## src/rtl/mips_stage_skid_buffer.sv

```systemverilog
// mips_stage_skid_buffer: two-entry valid/ready skid buffer with flush between pipeline stages
module mips_stage_skid_buffer #(
  parameter int WIDTH = 32
) (
  input  logic             Clk,
  input  logic             Rst_n,
  input  logic             flush,
  input  logic [WIDTH-1:0] in_data,
  input  logic             in_valid,
  output logic             in_ready,
  output logic [WIDTH-1:0] out_data,
  output logic             out_valid,
  input  logic             out_ready,
  output logic [1:0]       count
);
  logic [1:0]       cnt, cnt_n;
  logic [WIDTH-1:0] main_q, main_n, skid_q, skid_n;
  logic             acc, con;
  assign in_ready  = cnt != 2'd2;
  assign out_valid = cnt != 2'd0;
  assign out_data  = main_q;
  assign count     = cnt;
  assign acc       = in_valid & in_ready;
  assign con       = out_valid & out_ready;
  // main reloads from skid when FULL drains, else from input when it is (or becomes) the head
  always_comb begin
    cnt_n  = flush ? 2'd0 : cnt + {1'b0, acc} - {1'b0, con};
    main_n = flush ? main_q
           : (cnt == 2'd2 && con) ? skid_q
           : (acc && (cnt == 2'd0 || con)) ? in_data : main_q;
    skid_n = (!flush && acc && cnt == 2'd1 && !con) ? in_data : skid_q;
  end
  always_ff @(posedge Clk or negedge Rst_n) begin
    if (!Rst_n) begin
      cnt    <= 2'd0;
      main_q <= '0;
      skid_q <= '0;
    end else begin
      cnt    <= cnt_n;
      main_q <= main_n;
      skid_q <= skid_n;
    end
  end
endmodule
```

## config.mk

```make
export PLATFORM = sky130hd
export DESIGN_NAME = mips_stage_skid_buffer
export DESIGN_NICKNAME = d
export VERILOG_FILES = /design/src/rtl/mips_stage_skid_buffer.sv
export SDC_FILE = /design/constraint.sdc
export NUM_CORES = 1
export LEC_CHECK = 0
export BUFFER_PORTS_ARGS = -buffer_cell sky130_fd_sc_hd__buf_2
export CAP_MARGIN = 20
export CORE_ASPECT_RATIO = 0.8
export CORE_MARGIN = 2
export CORE_UTILIZATION = 57
export DETAILED_ROUTE_END_ITERATION = 16
export PLACE_DENSITY = 0.89
export SKIP_CTS_REPAIR_TIMING = 1
export SYNTH_ARGS = -nofsm -noshare
export SYNTH_HDL_FRONTEND = slang
export SYNTH_SLANG_ARGS = --single-unit
```

## constraint.sdc

```tcl
create_clock -name Clk -period 4.6 [get_ports Clk]
set_clock_uncertainty 0.15 [all_clocks]
set_input_delay 0.92 -clock Clk [delete_from_list [all_inputs] [get_ports Clk]]
set_output_delay 0.92 -clock Clk [all_outputs]
set_load 0.1 [all_outputs]
```

== Yosys cells after proc, flatten, opt, wreduce, memory -nomap -nowiden ==
Index checks and enable logic that the tools add are counted.

* Register bits: 66
* Bits of input ports: 37
* Output and inout port bits: 36
* Word-level logic and storage cells: 26

* Add/sub/neg operators: 2
* Eq/ne operators: 3
* Mux-type cells: 3
* Bitwise logic cells: 3
* Reduce and logical (&&, ||, !) cells: 12

{| class="wikitable"
|+ Operators by type and width
! cell !! number
|-
| $mux 32 || 2
|-
| $logic_and 1x1->1 || 5
|-
| $reduce_bool 2->1 || 2
|-
| $add 2x1->2 || 1
|-
| $and 1x1->1 || 2
|-
| $eq 2x1->1 const B || 1
|-
| $eq 2x2->1 const B || 1
|-
| $logic_not 1->1 || 2
|-
| $logic_not 2->1 || 1
|-
| $mux 2 || 1
|-
| $ne 2x2->1 const B || 1
|-
| $reduce_and 2->1 || 1
|-
| $sub 2x1->2 || 1
|-
| $logic_or 1x1->1 || 1
|-
| $not 1->1 || 1
|}

== Longest topological paths before layout ==
* Depth in word-level cells: 6
* Depth in mapped cells: 9
* Depth with buffers taken out: 8

== Worst setup path after synthesis ==
No wires, ideal clock.

* Path type: register to register
* Start: register cnt[0], in the netlist count[0]
* End: register cnt[1], in the netlist count[1]
* Setup time: 86 ps
* Arrival: 2937 ps
* Required time: 4364 ps
* Setup slack: 1427 ps
* Stages on the path, launching flop included: 9
* Path buffers: 0
* Clock period less this slack: 3173 ps
* Path through: dfrtp_1 > nand2b_1 > nand2_1 > ha_1 > inv_1 > ha_1 > xor2_1 > and2_1 > nor3_1

* Word-level cells in the longest chain between the ends: 5
* Elaborated cells on any way between the ends: 7
* Those cells by class: 2 x add/sub; 1 x eq/ne; 1 x mux; 2 x bitwise; 1 x reduce/logical

{| class="wikitable"
|+ Ends and longest elaborated chain
! what !! RTL line !! RTL
|-
| start, declared || 16 || <nowiki>logic [1:0] cnt, cnt_n;</nowiki>
|-
| start signal, assigned || 39 || <nowiki>cnt <= cnt_n;</nowiki>
|-
| $ne 2x2->1 || 19 || <nowiki>assign in_ready = cnt != 2'd2;</nowiki>
|-
| named net in_ready || 10 || <nowiki>output logic in_ready,</nowiki>
|-
| $and 1x1->1 || 23 || <nowiki>assign acc = in_valid & in_ready;</nowiki>
|-
| $add 2x1->2 || 27 || <nowiki>cnt_n = flush ? 2'd0 : cnt + {1'b0, acc} - {1'b0, con};</nowiki>
|-
| $sub 2x1->2 || 27 ||
|-
| $mux 2 || 27 ||
|-
| named net cnt_n[1] || 16 ||
|}

The timed path passes the listed nets, and every way through them passes these cells.
A chain may end at the register's enable or synchronous reset.

== Worst setup path in the final report ==
* Start: register cnt[1], in the netlist count[1]
* End: output port out_valid

* Word-level cells in the longest chain between the ends: 1

{| class="wikitable"
|+ Ends and longest elaborated chain
! what !! RTL line !! RTL
|-
| $reduce_bool 2->1 || 20 || <nowiki>assign out_valid = cnt != 2'd0;</nowiki>
|-
| end, declared || 12 || <nowiki>output logic out_valid,</nowiki>
|}

No other way between the ends.

==> impl_metrics.yaml <==
outcome:
  status: "finished, final reports clean"
setup_path:
  crit_arrival_ns: 1.45
  worstPathMaxFanout: 8
  crit_required_ns: 3.53
  setup.worst_path.end_class: "primary output"
  max_stage_delay_ns: 0.52
  start_kind: "flop"
  worst-setup-path-type: "reg -> out"
  slowest_stage: "dfrtp_1"
  critical_path.cell_chain: "or2_2 -> buf_2"
  path_delay_family: "flip-flops"
  crit_buf_inv: 1
sta:
  drv_slew: 0
  min_period_ns: 2.52
  tns_ns: 0
  hold_viol: 0
  worstMarginPinSlew_ns: 0.871
  finalSetupViolCount: 0
  slew_headroom: 0.420
  min_period_over_period: 0.548
  max_freq_mhz: 397
  grt_setup_unrepaired: "no"
floorplanning:
  dieArea_mm2: 0.00590
  ios: 73
  row_count: 23
  die_x_um: 85.4
  coreArea_mm2: 0.00506
  die_y_um: 69.1
  initial_core_util: 0.597
placed_design:
  place_inst: 316
  place_hpwl_um: 3590
  gp_congestion: 0.790
  place.port_buffers: 72
global_route:
  grt_pass1_wl_um: 9200
  grt_pass1_vias: 1946
  grt-ovfl-total: 0
  antenna_found_initial: 0
  track_usage: 0.203
  grt_max_degree: 41
route:
  wl_um: 5250
  met1Wirelength_um: 2310
  drc_errors: 0
  vias_per_cell: 5.42
  top_layer_used: "met4"
  dr.pass1.iters: 4
  ant_nets: 0
  dr_wl_met3_um: 254
  via_count: 1799
  wire_per_inst_um: 15.8
  drt-initial-drc-count: 74
  wl_met2_um: 2620
clocking:
  clock_latency_ns: 0.33
  path_clk_slew_ns: 0.07
  cts_buffer_depth: 2
  clkSinkCount: 66
  h-tree-depth: 3
  cts_tree: "yes"
  cts-root-buf: "clkbuf_8"
  cts_buffers: 9
synthesis:
  ys_seq_elements: 66
  yosys_warnings: 0
  yosys-top-cells-area: "dfrtp_1, mux2_2, mux2_4"
  syn-cell-area_mm2: 0.00302
  postSynthCellCount: 190
  synth_cell_types: 23
  synth.avg_cell_area_um2: 15.9
  synth.net_count: 229
  ys_seq_area_frac: 0.547
  synth_top_area_cell: "dfrtp_1"
  synth_top_area_share: 0.547
cells_and_area:
  final_cells: 332
  diodes: 0
  drive_gt1_frac: 0.700
  area_delta_synth_final_pct: 19.2
  nFillCells: 363
  nets: 304
job:
  cap_violations: 0
hold_path:
  hold_class: "reg -> reg"
## path summary, 6_finish.rpt
kind,from,to,slack [ns],cells after the start
setup / recovery,count[1],out_valid,2.08,2
hold / removal,skid_q[14],skid_q[14],0.35,1
setup reg to reg,count[1],count[1],2.49,8
hold reg to reg,skid_q[14],skid_q[14],0.35,1
max in group asynchronous,Rst_n,skid_q[10],2.88,2
min in group asynchronous,Rst_n,count[0],0.55,1
## metal layers
layer  GRT usage  up-vias
met5           0        -
met4      0.0741        0
met2       0.318       49
met1       0.265      911
li1            -      830
met3      0.0671        9
## cells in the mapped netlist
library cell / number
buf_4: 1
nand2_1: 1
nor2b_1: 1
nand3b_1: 1
mux2_1: 2
nand3b_4: 1
nand2_2: 1
mux2i_1: 1
nand2b_1: 1
nor3_1: 1
ha_1: 2
and2_1: 2
nor4b_2: 1
mux2_2: 84
buf_6: 6
nor2_1: 1
buf_2: 3
mux2_4: 10
inv_1: 1
xor2_1: 1
or2_2: 1
dfrtp_1: 66
o31ai_4: 1
## logic make-up after synthesis
family	after synthesis	share of synthesized area
adders and majority gates	2	0.00828
muxes	97	0.373
AOI/OAI and AO/OA	1	0.00704
DFF	66	0.547
xor gates and xnor gates	1	0.00290
and+or+nand+nor	12	0.0306
buffers and inverters	11	0.0311
## stage by stage
| stage | hold slack, ns | util | cell area (um2) | setup slack [ns] |
|---|---|---|---|---|
| 2_1_floorplan | 0.310 | - | 3020 | 1.43 |
| 6_report | 0.346 | 0.711 | 3600 | 2.08 |
| 4_1_cts | 0.349 | 0.711 | 3600 | 2.07 |
| 5_1_grt | 0.370 | 0.711 | 3600 | 2.03 |
| 3_5_place_dp | 0.332 | 0.668 | 3380 | 1.97 |
| 3_3_place_gp | 0.324 | 0.668 | 3380 | 1.99 |
## area by class of cell
type | instances | area, um2 | share of cell area
clock inverter | 6 | 80.1 | 0.0222
clock buffer | 10 | 138 | 0.0382
inverter | 1 | 3.75 | 0.00104
tap | 62 | 77.6 | 0.0215
multi-input combinational | 113 | 1280 | 0.354
sequential | 66 | 1650 | 0.458
timing repair buffer | 74 | 375 | 0.104
## layout by cell type (no fill, tap or decap), types with 2 or more instances in the layout
master | netlist | routed
clkinv_2 | 0 | 4
bufinv_16 | 0 | 2
and2_1 | 2 | 2
mux2_1 | 2 | 2
dfrtp_1 | 66 | 66
ha_1 | 2 | 2
mux2_4 | 10 | 10
mux2_2 | 84 | 84
buf_4 | 1 | 2
buf_2 | 3 | 72
clkbuf_8 | 0 | 10
## flip-flops by register name, indices dropped and copies added (netlist names)
| register | flops |
|---|---|
| count | 2 |
| out_data | 32 |
| skid_q | 32 |
Power is not shown: default switching activity piles up to over one toggle a cycle in this logic, so the estimate is an artifact.
